File: config.mk
export PLATFORM = sky130hd
export DESIGN_NAME = dff_share_arbiter_flat
export DESIGN_NICKNAME = d
export VERILOG_FILES = /design/src/rtl/dff_arb_pkg.sv /design/src/rtl/dff_share_arbiter_if.sv /design/src/rtl/rr_arbiter.sv /design/src/rtl/dff_share_arbiter.sv /design/src/flat_wrapper.sv
export SDC_FILE = /design/constraint.sdc
export NUM_CORES = 1
export LEC_CHECK = 0
export ABC_AREA = 0
export BUFFER_PORTS_ARGS = -buffer_cell sky130_fd_sc_hd__buf_4
export CAP_MARGIN = 15
export CORE_ASPECT_RATIO = 0.8
export CORE_UTILIZATION = 35
export CTS_CLUSTER_SIZE = 20
export DETAILED_ROUTE_END_ITERATION = 10
export HOLD_SLACK_MARGIN = 0.06
export PLACE_DENSITY = 0.72
export SLEW_MARGIN = 20
export SYNTH_ARGS = -nofsm -noshare
export SYNTH_HDL_FRONTEND = slang
export SYNTH_SLANG_ARGS = --single-unit
File: constraint.sdc
create_clock -name clk -period 2.8 [get_ports clk]
set_input_delay 0.28 -clock clk [delete_from_list [all_inputs] [get_ports clk]]
set_output_delay 0.28 -clock clk [all_outputs]
set_load 0.02 [all_outputs]
File: src/rtl/dff_arb_pkg.sv
// Shared types and the round-robin pick helper for the shared D-register arbiter.
package dff_arb_pkg;

    typedef enum logic [1:0] {IDLE, GRANT, SETTLE} arb_state_t;

    localparam int unsigned CNT_W   = 16;
    localparam int unsigned MAX_REQ = 8;

    typedef struct packed {
        logic       valid;
        logic [2:0] idx;
    } rr_pick_t;

    // Scan starts at ptr and wraps modulo n, so non-power-of-2 counts stay fair.
    function automatic rr_pick_t rr_pick(input logic [MAX_REQ-1:0] req,
                                         input logic [2:0]         ptr,
                                         input int unsigned        n);
        rr_pick_t    r;
        int unsigned cand;
        r = '0;
        for (int unsigned i = 0; i < MAX_REQ; i++) begin
            cand = 32'(ptr) + i;
            if (cand >= n) begin
                cand = cand - n;
            end
            if ((i < n) && !r.valid && req[cand[2:0]]) begin
                r.valid = 1'b1;
                r.idx   = cand[2:0];
            end
        end
        return r;
    endfunction

endpackage

File: src/rtl/dff_share_arbiter_if.sv
// Requester/consumer bundle of the shared register: requests and data in, grant and stored value out.
interface dff_share_arbiter_if #(
    parameter int unsigned N_REQ = 4,
    parameter int unsigned WIDTH = 8
);
    localparam int unsigned OW = $clog2(N_REQ);

    logic [N_REQ-1:0]           req;
    logic [N_REQ*WIDTH-1:0]     wdata;
    logic [N_REQ-1:0]           gnt;
    logic [WIDTH-1:0]           q;
    logic [WIDTH-1:0]           qbar;
    logic [OW-1:0]              owner;
    logic                       busy;
    logic [dff_arb_pkg::CNT_W-1:0] load_cnt;

    modport master (output req, wdata, input gnt, q, qbar, owner, busy, load_cnt);
    modport slave  (input req, wdata, output gnt, q, qbar, owner, busy, load_cnt);

endinterface

File: src/rtl/rr_arbiter.sv
// Combinational round-robin priority select over N_REQ requests starting at ptr.
module rr_arbiter
    import dff_arb_pkg::*;
#(
    parameter int unsigned N_REQ = 4,
    localparam int unsigned OW   = $clog2(N_REQ)
) (
    input  logic [N_REQ-1:0] i_req,
    input  logic [OW-1:0]    i_ptr,
    output logic [OW-1:0]    o_winner,
    output logic             o_any
);

    logic [MAX_REQ-1:0] w_req_ext;
    logic [2:0]         w_ptr_ext;
    rr_pick_t           w_pick;

    assign w_req_ext = MAX_REQ'(i_req);
    assign w_ptr_ext = 3'(i_ptr);
    assign w_pick    = rr_pick(w_req_ext, w_ptr_ext, N_REQ);
    assign o_winner  = OW'(w_pick.idx);
    assign o_any     = w_pick.valid;

endmodule

File: src/rtl/dff_share_arbiter.sv
// Round-robin write arbiter owning one shared WIDTH-bit register; each load is followed
// by a SETTLE-cycle hold before the next grant.
module dff_share_arbiter #(
    parameter int unsigned N_REQ  = 4,
    parameter int unsigned WIDTH  = 8,
    parameter int unsigned SETTLE = 2
) (
    input  logic                clk,
    input  logic                rst,
    dff_share_arbiter_if.slave  bus
);
    import dff_arb_pkg::*;

    localparam int unsigned OW = $clog2(N_REQ);

    if ((N_REQ < 2) || (N_REQ > MAX_REQ)) begin : g_bad_nreq
        $error("dff_share_arbiter: N_REQ must be in 2..8");
    end
    if (SETTLE > 15) begin : g_bad_settle
        $error("dff_share_arbiter: SETTLE must be in 0..15");
    end

    arb_state_t       r_state;
    logic [OW-1:0]    r_ptr;
    logic [OW-1:0]    r_win;
    logic [OW-1:0]    r_owner;
    logic [N_REQ-1:0] r_gnt;
    logic [WIDTH-1:0] r_q;
    logic             r_busy;
    logic [3:0]       r_settle_cnt;
    logic [CNT_W-1:0] r_load_cnt;

    logic [OW-1:0]    w_win;
    logic             w_any;
    logic [WIDTH-1:0] w_sel_data;

    rr_arbiter #(.N_REQ(N_REQ)) u_rr (
        .i_req    (bus.req),
        .i_ptr    (r_ptr),
        .o_winner (w_win),
        .o_any    (w_any)
    );

    // Winner is latched on entry to GRANT, so a req drop during GRANT still loads.
    assign w_sel_data = bus.wdata[r_win*WIDTH +: WIDTH];

    always_ff @(posedge clk or posedge rst) begin
        if (rst) begin
            r_state      <= IDLE;
            r_ptr        <= '0;
            r_win        <= '0;
            r_owner      <= '0;
            r_gnt        <= '0;
            r_q          <= '0;
            r_busy       <= 1'b0;
            r_settle_cnt <= '0;
            r_load_cnt   <= '0;
        end else begin
            r_gnt <= '0;
            unique case (r_state)
                IDLE: begin
                    if (w_any) begin
                        r_win   <= w_win;
                        r_gnt   <= N_REQ'(1) << w_win;
                        r_busy  <= 1'b1;
                        r_state <= GRANT;
                    end
                end
                GRANT: begin
                    r_q          <= w_sel_data;
                    r_owner      <= r_win;
                    r_load_cnt   <= r_load_cnt + 1'b1;
                    r_ptr        <= (r_win == OW'(N_REQ - 1)) ? '0 : r_win + 1'b1;
                    r_settle_cnt <= '0;
                    if (SETTLE > 0) begin
                        r_state <= dff_arb_pkg::SETTLE;
                    end else begin
                        r_state <= IDLE;
                        r_busy  <= 1'b0;
                    end
                end
                dff_arb_pkg::SETTLE: begin
                    if (r_settle_cnt == 4'(SETTLE - 1)) begin
                        r_state <= IDLE;
                        r_busy  <= 1'b0;
                    end else begin
                        r_settle_cnt <= r_settle_cnt + 1'b1;
                    end
                end
                default: begin
                    r_state <= IDLE;
                    r_busy  <= 1'b0;
                end
            endcase
        end
    end

    assign bus.gnt      = r_gnt;
    assign bus.q        = r_q;
    assign bus.qbar     = ~r_q;
    assign bus.owner    = r_owner;
    assign bus.busy     = r_busy;
    assign bus.load_cnt = r_load_cnt;

endmodule

File: src/flat_wrapper.sv
// flat-port wrapper written by rule: the top's interface ports become plain ports
module dff_share_arbiter_flat import dff_arb_pkg::*;
#(
    parameter int unsigned N_REQ  = 4,
    parameter int unsigned WIDTH  = 8,
    parameter int unsigned SETTLE = 2
)
  (clk, rst, bus_req, bus_wdata, bus_gnt, bus_q, bus_qbar, bus_owner, bus_busy, bus_load_cnt);
  dff_share_arbiter_if #(.N_REQ(N_REQ), .WIDTH(WIDTH)) bus_i ();
  input  logic clk;
  input  logic rst;
  input wire logic [$bits(bus_i.req)-1:0] bus_req;
  input wire logic [$bits(bus_i.wdata)-1:0] bus_wdata;
  output wire logic [$bits(bus_i.gnt)-1:0] bus_gnt;
  output wire logic [$bits(bus_i.q)-1:0] bus_q;
  output wire logic [$bits(bus_i.qbar)-1:0] bus_qbar;
  output wire logic [$bits(bus_i.owner)-1:0] bus_owner;
  output wire logic [$bits(bus_i.busy)-1:0] bus_busy;
  output wire logic [$bits(bus_i.load_cnt)-1:0] bus_load_cnt;
  assign bus_i.req = bus_req;
  assign bus_i.wdata = bus_wdata;
  assign bus_gnt = bus_i.gnt;
  assign bus_q = bus_i.q;
  assign bus_qbar = bus_i.qbar;
  assign bus_owner = bus_i.owner;
  assign bus_busy = bus_i.busy;
  assign bus_load_cnt = bus_i.load_cnt;
  dff_share_arbiter #(.N_REQ(N_REQ), .WIDTH(WIDTH), .SETTLE(SETTLE)) u_core (.clk(clk), .rst(rst), .bus(bus_i));
endmodule
After elaboration in Yosys (flattened, before gate mapping). Index checks and enable logic that the tools add are counted.

Bits in latches: 0. Input port bits: 38. Bits in writable memories: 0. Memories kept: 0. Memory bits (read-only): 0. Output and inout port bits: 39. Logic and storage cells: 77. Register bits: 41.

Shift-type cells: 2. Multiplexer cells: 27. Order comparisons: 8. Reduce and logical (&&, ||, !) cells: 12. Divide/modulo/power cells: 0. Bitwise gates (word level): 2. Add/subtract/negate cells: 10. Multipliers: 0. Equal/unequal tests: 7.

Operators with widths (count): variable part select 32 x 6 -> 8 bit (1); 2-to-1 mux 4 bit (7); adder 16 x 1 -> 16 bit, second input constant (1); < comparator 3 x 4 -> 1 bit, second input constant (4); binary-select mux 1 bit (select 3 bit) (4); 2-to-1 mux 3 bit (4); >= comparator 3 bit, second input constant (3); subtractor 3 bit, second input constant (3); inverter 8 bit (1); one-hot mux 4 bit (2 select lines) (1); adder 2 x 2 -> 3 bit, second input constant (2); 2-to-1 mux 1 bit (6); 2-to-1 mux 2 bit (3); one-hot mux 2 bit (3 select lines) (1); AND reduction 2 bit (3); adder 4 x 1 -> 4 bit, second input constant (1); == test 2 bit, second input constant (2); == test 4 x 1 -> 1 bit, second input constant (1); inequality test 2 bit, second input constant (2); left shift 1 x 2 -> 4 bit, first input constant (1); adder 2 x 1 -> 3 bit, second input constant (1); >= comparator 2 x 3 -> 1 bit, second input constant (1); logical AND 1 bit (3); zero test 1 bit (3); other kinds (9) (9).

Depth between registers and ports, before layout. Gate-level depths: netlist of the first run.

Depth after elaboration: 17. Depth in mapped cells: 5. Gate-level depth less buffers: 5.

Modules after synthesis. A second synthesis of the first run with hierarchy kept.

Cells, all modules: 191. Area, all modules: 2020.7 sq um.

By module, submodules not included: dff_share_arbiter (cells each 176, area each 1943.1 sq um, times used 1, seq. area each 1026.0 sq um); rr_arbiter (cells each 15, area each 77.6 sq um, times used 1, seq. area each 0.0 sq um).

Worst setup path before layout of the first run. Ideal clock, no wire load.

Path kind: register to register. From: register u_core.r_load_cnt[0] (netlist: u_core.bus.load_cnt[0]). To: register u_core.r_load_cnt[10] (netlist: u_core.bus.load_cnt[10]). Setup slack: 1.390 ns. Data required time: 2.670 ns. Buffers on the path: 0. Data arrival time: 1.280 ns. Cell stages (with the launch flop): 6. Clock period less this slack: 1.410 ns. Setup time: 0.130 ns. Path through: dfrtp_1 ha_1 nand2_1 nor3_1 nand2_1 xnor2_1.

Longest elaborated chain between the ends: 1.

RTL lines: from (decl) (line dff_share_arbiter.sv:31) `logic [CNT_W-1:0] r_load_cnt;`; from (signal assigned) (line dff_share_arbiter.sv:72) `r_load_cnt <= r_load_cnt + 1'b1;`; adder 16 x 1 -> 16 bit (line dff_share_arbiter.sv:72).

No other way between the ends. A chain may end at the register's enable or synchronous reset.

Final worst setup path of the first run.
From: register u_core.r_win[0]. To: register u_core.r_q[1] (netlist: u_core.bus.q[1]).

Longest elaborated chain between the ends: 1.

RTL lines: from (decl) (line dff_share_arbiter.sv:25) `logic [OW-1:0] r_win;`; from (signal assigned) (line dff_share_arbiter.sv:63) `r_win <= w_win;`; variable part select 32 x 6 -> 8 bit (line dff_share_arbiter.sv:45) `assign w_sel_data = bus.wdata[r_win*WIDTH +: WIDTH];`; to (signal assigned) (line dff_share_arbiter.sv:70) `r_q <= w_sel_data;`; to (decl) (line dff_share_arbiter.sv:28) `logic [WIDTH-1:0] r_q;`.

No other way between the ends.

==> results.md, run 1 <==
* Status: complete, no violations
* Post_cts resized at 0
* Remaining antenna violation count at 0
* Pre-CTS WS at roughly 1.2 ns
* Share of cells above drive strength 1 at 0.366
* Cells after synthesis at 186
* DP Area at approximately 0.0027 sq mm
* IO Pins at between 70 and 80
* Number of port buffers at between 70 and 80
* Pin count of the biggest net entering global routing at 42
* Row count at 24
* Syn_area_per_cell at between 10 and 15 sq um
* First-pass GRT wire length at about 7000 um
* Total grt overflow at 0
* Initial Util at 0.365
* Final Util at 0.503
* CTS clk-pin slew, worst paths at 0.08 ns
* Die extent in x at 86.6 um
* Postcts setup bufs at 0
* CTS tree: built
* Reg2reg end: u_core.bus.q[1]$_DFFE_PP0P_
* Final Hold Viols at 0
* Clock latency on the worst-skew pair at between 0.2 and 0.3 ns
* Crit path time final at approximately 1.6 ns
* CP Data Required Time at a little under 3 ns
* Vias per inst at 4.64
* Yosys reg bits at between 40 and 50
* Post-route DRC at 0
* DR pass1 iterations at 4
* Setup violators final at 0
* Routability cong. at 0.725
* Final Cell Area at approximately 0.0028 sq mm
* Sequential share of the synthesized area at 0.512
* Worst path arrival time at ~1.7 ns
* Worst Path Max Fanout at 12
* Deepest clock path buffer count at 2
* Drt wl/cell at 12.5 um
* Die area at between 0.006 and 0.007 sq mm
* Setup TNS at 0 ns
* Post-detail-place hpwl at roughly 3300 um
* Max VDD drop at around 0.00034 V
* Worst r2r src: u_core.r_win[0]$_DFFE_PP0P_
* Fillcell total at around 510
* Nets at approximately 310
* TritonCTS buffer count at 5
* Die H at 69.7 um
* Max cap viols at 0
* Initial drt markers at 94
* DR vias at 1590
* Initial antenna violation count at 0
* Worst Max-Slew Pin Slew at 0.587 ns
* P&R area growth vs syn at 38.0%
* Hold Path Class: input port to asynchronous set/reset pin
* Total GRT Usage at 0.150
* Static leakage at 0.00137 uW
* PwrDens at between 900 and 1000 mW/mm^2
* N_diodes at 0
* Fin Clk Skew at approximately 0.014 ns
* RSZ-0062 raised after global routing: no
* Worst reg2reg path depth at 3
* Ys Warns at 0
* Netlist Area Pre-Place at about 0.002 sq mm
* Clock tree root driver cell: clkbuf_8
* Core Area at approximately 0.0055 sq mm
* H-tree level count at 2
* Fin crit share at 0.560
* Critical Path Sink Type: flip-flop
* Synth cell types at 32
* Final wirelength at 4300 um
* Internal reg-to-reg setup slack at approximately 1.2 ns
* Vias in the first global route at around 1500
* Highest clock rate at 0.638 GHz
* Clock sink total at 41
* Hold buffer count at CTS at 0
* Worst slew margin at 0.609
* Final worst setup slack at approximately 1.2 ns
* Slew Viols, Final at 0
* Syn Nets at around 230
* CP Class: flip-flop to flip-flop
* Crit start category: flip-flop
cell usage in the layout (no fill, tap or decap), types with 2 or more instances in the layout:
| cell | n |
|---|---|
| clkbuf_8 | 6 |
| mux2i_1 | 2 |
| or3_1 | 2 |
| nand3_1 | 4 |
| nand4_1 | 4 |
| nand2b_1 | 4 |
| dfrtp_1 | 41 |
| ha_1 | 4 |
| mux4_2 | 8 |
| buf_4 | 78 |
| nor2_1 | 7 |
| xnor2_1 | 15 |
| a21oi_1 | 3 |
| nor3_1 | 6 |
| nand2_1 | 33 |
| o21ai_0 | 11 |
| and3_1 | 5 |
| xor2_1 | 2 |
| inv_1 | 16 |
kinds of logic (layout without fill, tap and decap cells):
family | Yosys count | in the layout | synth area share
xor+xnor | 17 | 17 | 0.0743
buf+inv | 23 | 102 | 0.0487
mux | 11 | 11 | 0.105
simple gates | 70 | 70 | 0.177
flops | 41 | 41 | 0.512
compound gates | 20 | 20 | 0.0581
fa+ha+maj | 4 | 4 | 0.0250
cell type report:
class,instances,area [sq um],area share
clock inverter,1,30.0,0.0109
multi-input combinational,122,881,0.318
clock buffer,7,86.3,0.0312
timing repair buffer,78,586,0.212
tap,78,97.6,0.0353
sequential,41,1030,0.371
inverter,16,60.1,0.0217
worst max path at each step:
stage / from / to / cells past startpoint
2_1_floorplan: u_core.bus.load_cnt[0]$_DFFE_PP0P_ / u_core.bus.load_cnt[10]$_DFFE_PP0P_ / 5
3_3_place_gp: u_core.r_win[0]$_DFFE_PP0P_ / u_core.bus.q[0]$_DFFE_PP0P_ / 3
3_5_place_dp: u_core.r_win[0]$_DFFE_PP0P_ / u_core.bus.q[1]$_DFFE_PP0P_ / 3
4_1_cts: u_core.r_win[0]$_DFFE_PP0P_ / u_core.bus.q[1]$_DFFE_PP0P_ / 3
5_1_grt: u_core.r_win[0]$_DFFE_PP0P_ / u_core.bus.q[1]$_DFFE_PP0P_ / 3
6_report: u_core.r_win[0]$_DFFE_PP0P_ / u_core.bus.q[1]$_DFFE_PP0P_ / 3
state kept, by name (all words and copies together), names as in the netlist:
| register | cells |
|---|---|
| u_core.bus.load_cnt | 16 |
| u_core.r_win | 2 |
| u_core.bus.owner | 2 |
| u_core.bus.gnt | 4 |
| u_core.bus.q | 8 |
| u_core.r_ptr | 2 |
| u_core.r_settle_cnt | 4 |
| u_core.bus.busy | 1 |
| u_core.r_state | 2 |
synthesized netlist by cell type, drive strengths merged:
| library cell | count | area (sq um) |
|---|---|---|
| o22ai | 1 | 6.26 |
| nor2b | 1 | 6.26 |
| or3 | 2 | 12.5 |
| clkbuf | 2 | 7.51 |
| mux2i | 2 | 20.0 |
| xor2 | 2 | 17.5 |
| dfrtp | 41 | 1030 |
| nor4 | 1 | 6.26 |
| nand4b | 1 | 23.8 |
| nand3 | 4 | 20.0 |
| o21ai | 11 | 55.1 |
| or2b | 1 | 7.51 |
| a21oi | 4 | 23.8 |
| and3 | 5 | 31.3 |
| nand2b | 4 | 25.0 |
| inv | 16 | 60.1 |
| mux4 | 8 | 180 |
| o21a | 1 | 7.51 |
| mux2 | 1 | 11.3 |
| a211oi | 1 | 7.51 |
| xnor2 | 15 | 131 |
| nand4 | 4 | 25.0 |
| nor2 | 7 | 26.3 |
| nand2 | 33 | 124 |
| ha | 4 | 50.1 |
| buf | 5 | 30.0 |
| a22o | 1 | 8.76 |
| nor3 | 7 | 46.3 |
| o31ai | 1 | 7.51 |
stage by stage:
| step | hold WS (ns) | instances | total power [uW] |
|---|---|---|---|
| floorplan | 0.494 | 186 | 1800 |
| global placement | 0.446 | 335 | 2230 |
| detailed placement | 0.443 | 335 | 2260 |
| CTS | 0.131 | 343 | 2760 |
| global route | 0.178 | 343 | 2920 |
| finish | 0.107 | 343 | 2730 |
layer usage:
layer,GRT usage,vias to the layer above,share of wire
li1,-,785,-
met1,0.201,753,0.47
met2,0.236,48,0.47
met3,0.0452,4,0.062
met4,0.0426,0,0.0065
met5,0,-,0
worst max-delay path, cell delays in order, from the launching register on:
cell	delay, ns
dfrtp_1	0.72
mux4_2	0.57
nand2_1	0.08
o21ai_0	0.08
power breakdown:
group / internal (uW) / switching, uW
sequential: 786 / 247
clock: 291 / 195
combinational: 571 / 643
total: 1650 / 1080
Note: power is estimated with default switching activity, not from simulation.
==> run 2: changes to the inputs <==
==> constraint.sdc (replaced) <==
create_clock -name clk -period 1.45 [get_ports clk]
set_input_delay 0.145 -clock clk [delete_from_list [all_inputs] [get_ports clk]]
set_output_delay 0.145 -clock clk [all_outputs]
set_load 0.02 [all_outputs]
==> run 2 against run 1 <==
Cell count grew 3.5%; via count increased by 1.4%; first-iteration DRC count is 5.3% lower; die area stayed put; global-route usage rose by 1.3 points; combinational power up 130%; worst hold slack better by 0.16 ns; register-to-register slack worse by 1.2 ns; fmax up 12%; clock skew is 0.0014 ns lower; largest power group unchanged.
==> results.md, run 2 (synthesis results as in run 1) <==
* Vias per inst at 4.54 (-2.0%)
* Core Area at 0.00550 sq mm (unchanged)
* Number of port buffers at 76 (unchanged)
* Die area at 0.00604 sq mm (unchanged)
* Fin crit share at 0.965 (+0.404)
* First-pass GRT wire length at 7560 um (+8.1%)
* Drt wl/cell at 12.8 um (+2.3%)
* Worst reg2reg path depth at 4 (+1)
* Worst Max-Slew Pin Slew at 0.503 ns (-0.0836 ns)
* Final Hold Viols at 0 (unchanged)
* Clock sink total at 41 (unchanged)
* Max FFs per register at 16 (unchanged)
* Post-detail-place hpwl at 3380 um (+3.2%)
* Pin count of the biggest net entering global routing at 42 (unchanged)
* Clock latency on the worst-skew pair at 0.30 ns (about the same)
* Total GRT Usage at 0.163 (+0.0131)
* Total grt overflow at 0 (unchanged)
* Nets at 318 (+3.9%)
* Commonest non-fill, non-tap cell in the layout: buf_4
* Max cap viols at 0 (unchanged)
* Routability cong. at 0.742 (+2.4%)
* Slew Viols, Final at 0 (unchanged)
* Status: complete, no violations
* Static leakage at 0.00143 uW (+3.9%)
* Sw frac at 0.406 (+0.00879)
* Fillcell total at 501 (-0.79%)
* PwrDens at 1870 mW/mm^2 (+89%)
* Sequential Area at 0.00103 sq mm (+0.12%)
* Multi-input logic area at 896 sq um (+1.7%)
* DP Area at 0.00276 sq mm (+4.1%)
* Highest clock rate at 0.715 GHz (+12%)
* Initial Util at 0.365 (unchanged)
* IO Pins at 77 (unchanged)
* Worst Path Max Fanout at 4 (-8)
* Die H at 69.7 um (unchanged)
* Setup TNS at 0 ns (unchanged)
* Hold Path Class: input port to flip-flop
* Clock Power Share at 0.138 (-0.040)
* Placed cells at 346 (+3.3%)
* Internal power at 3180 uW (+93%)
* Max VDD drop at 0.000724 V (+110%)
* Most frequent cells in the layout: 87 x buf_4, 40 x dfrtp_1, 33 x nand2_1, 16 x inv_1, 15 x xnor2_1
* Fin Clk Skew at 0.0125 ns (-0.00141 ns)
* Share of cells above drive strength 1 at 0.408 (+0.0419)
* Crit path time final at 1.40 ns (-0.170 ns)
* Clock tree root driver cell: clkbuf_8
* CP Data Required Time at 1.66 ns (-1.31 ns)
* Post-route insts no fill at 355 (+3.5%)
* Critical Path Sink Type: flip-flop
* CTS clk-pin slew, worst paths at 0.09 ns (about the same)
* Worst path arrival time at 1.61 ns (-0.13 ns)
* CP Class: flip-flop to flip-flop
* TritonCTS buffer count at 5 (unchanged)
* Sequential power share at 0.350 (-0.028)
* NetSw at 2170 uW (+100%)
* DR pass1 iterations at 4 (unchanged)
* Die extent in x at 86.6 um (unchanged)
* Vias in the first global route at 1645 (+10%)
* Internal reg-to-reg setup slack at 0.05 ns (-1.18 ns)
* Final Util at 0.522 (+0.0189)
* DR vias at 1613 (+1.4%)
* Comb power frac at 0.512 (+0.068)
* Row count at 24 (unchanged)
* Worst slew margin at 0.664 (+0.0557)
* Post-route DRC at 0 (unchanged)
* HP Start: bus_wdata[0]
* Hold depth at 4
* Reg2reg end: u_core.bus.load_cnt[11]$_DFFE_PP0P_
* Remaining antenna violation count at 0 (unchanged)
* RSZ-0062 raised after global routing: yes
* Final Cell Area at 0.00287 sq mm (+3.8%)
* CTS tree: built
* P&R area growth vs syn at 43.2%
* Initial drt markers at 89 (-5.3%)
* Tot Pwr at 5360 uW (+96%)
* Deepest clock path buffer count at 2 (unchanged)
* Initial antenna violation count at 0 (unchanged)
* H-tree level count at 2 (unchanged)
* Hold path endpoint: u_core.bus.q[0]$_DFFE_PP0P_
* Setup violators final at 0 (unchanged)
* Crit start category: flip-flop
* Final wirelength at 4550 um (+5.9%)
* N_diodes at 0 (unchanged)
* Worst r2r src: u_core.bus.load_cnt[4]$_DFFE_PP0P_
-- run 2: cell types whose count changed in the layout (fill, tap and decap cells not counted) --
cell           delta
buf_12            +2
buf_4             +9
bufinv_16         -1
clkbuf_1          -1
clkbuf_8          -1
clkinv_2          +2
clkinvlp_4        +1
dfrtp_1           -1
dfrtp_2           +1
dlygate4sd3_1     +1
nor3_1            -3
nor3_2            +3
-- run 2: final cells by class --
cell class                 instances  area share
sequential                        41       0.358
multi-input combinational        122       0.312
timing repair buffer              90       0.245
tap                               78      0.0340
clock buffer                       5      0.0240
inverter                          16      0.0209
clock inverter                     3     0.00610
-- run 2: layer usage --
layer,up-vias,GRT usage,part of all wire
met5,-,0,0
met4,0,0.0611,0.010
met3,5,0.0452,0.060
met2,46,0.264,0.48
met1,757,0.209,0.45
li1,805,-,-
-- run 2: power groups by stage --
| stage | Clock (uW) | Sequential, uW | Combinational [uW] |
|---|---|---|---|
| finish | 738 | 1880 | 2740 |
| global route | 814 | 1940 | 2990 |
| CTS | 760 | 1880 | 2750 |
| detailed placement | 0 | 1900 | 2740 |
| global placement | 0 | 1890 | 2700 |
| floorplan | 0 | 2140 | 1330 |
-- run 2: per-stage QoR --
| stage | hold slack (ns) | setup slack, ns |
|---|---|---|
| final | 0.270 | 0.0514 |
| after global routing | 0.272 | -0.00889 |
| after CTS | 0.260 | 0.0516 |
| after detailed placement | 0.315 | 0.0607 |
| after global placement | 0.312 | 0.102 |
| after floorplan | 0.375 | 0.0403 |
-- run 2: how the worst max path moves through the flow --
stage                                            start                             endpoint  depth (start not counted)
floorplan           u_core.bus.load_cnt[0]$_DFFE_PP0P_  u_core.bus.load_cnt[10]$_DFFE_PP0P_                          5
global placement    u_core.bus.load_cnt[1]$_DFFE_PP0P_  u_core.bus.load_cnt[12]$_DFFE_PP0P_                          5
detailed placement       u_core.r_state[1]$_DFFE_PP0P_   u_core.bus.load_cnt[8]$_DFFE_PP0P_                          4
CTS                 u_core.bus.load_cnt[1]$_DFFE_PP0P_  u_core.bus.load_cnt[14]$_DFFE_PP0P_                          5
global route        u_core.bus.load_cnt[4]$_DFFE_PP0P_  u_core.bus.load_cnt[11]$_DFFE_PP0P_                          4
finish              u_core.bus.load_cnt[4]$_DFFE_PP0P_  u_core.bus.load_cnt[11]$_DFFE_PP0P_                          4
-- run 2: repair_timing --
| action | in CTS | in global routing |
|---|---|---|
| endpoints found under the hold margin | 41 | 0 |
| hold buffers | 1 | 0 |
| endpoints found under the setup margin | 0 | 5 |
| gates resized for setup | 0 | 4 |
| buffers inserted | 0 | 0 |
-- run 2: critical path, stage by stage (launching register included) --
cell	delay, ns
dfrtp_1	0.42
nand4_1	0.23
nor3_4	0.30
and3_1	0.20
xor2_1	0.15
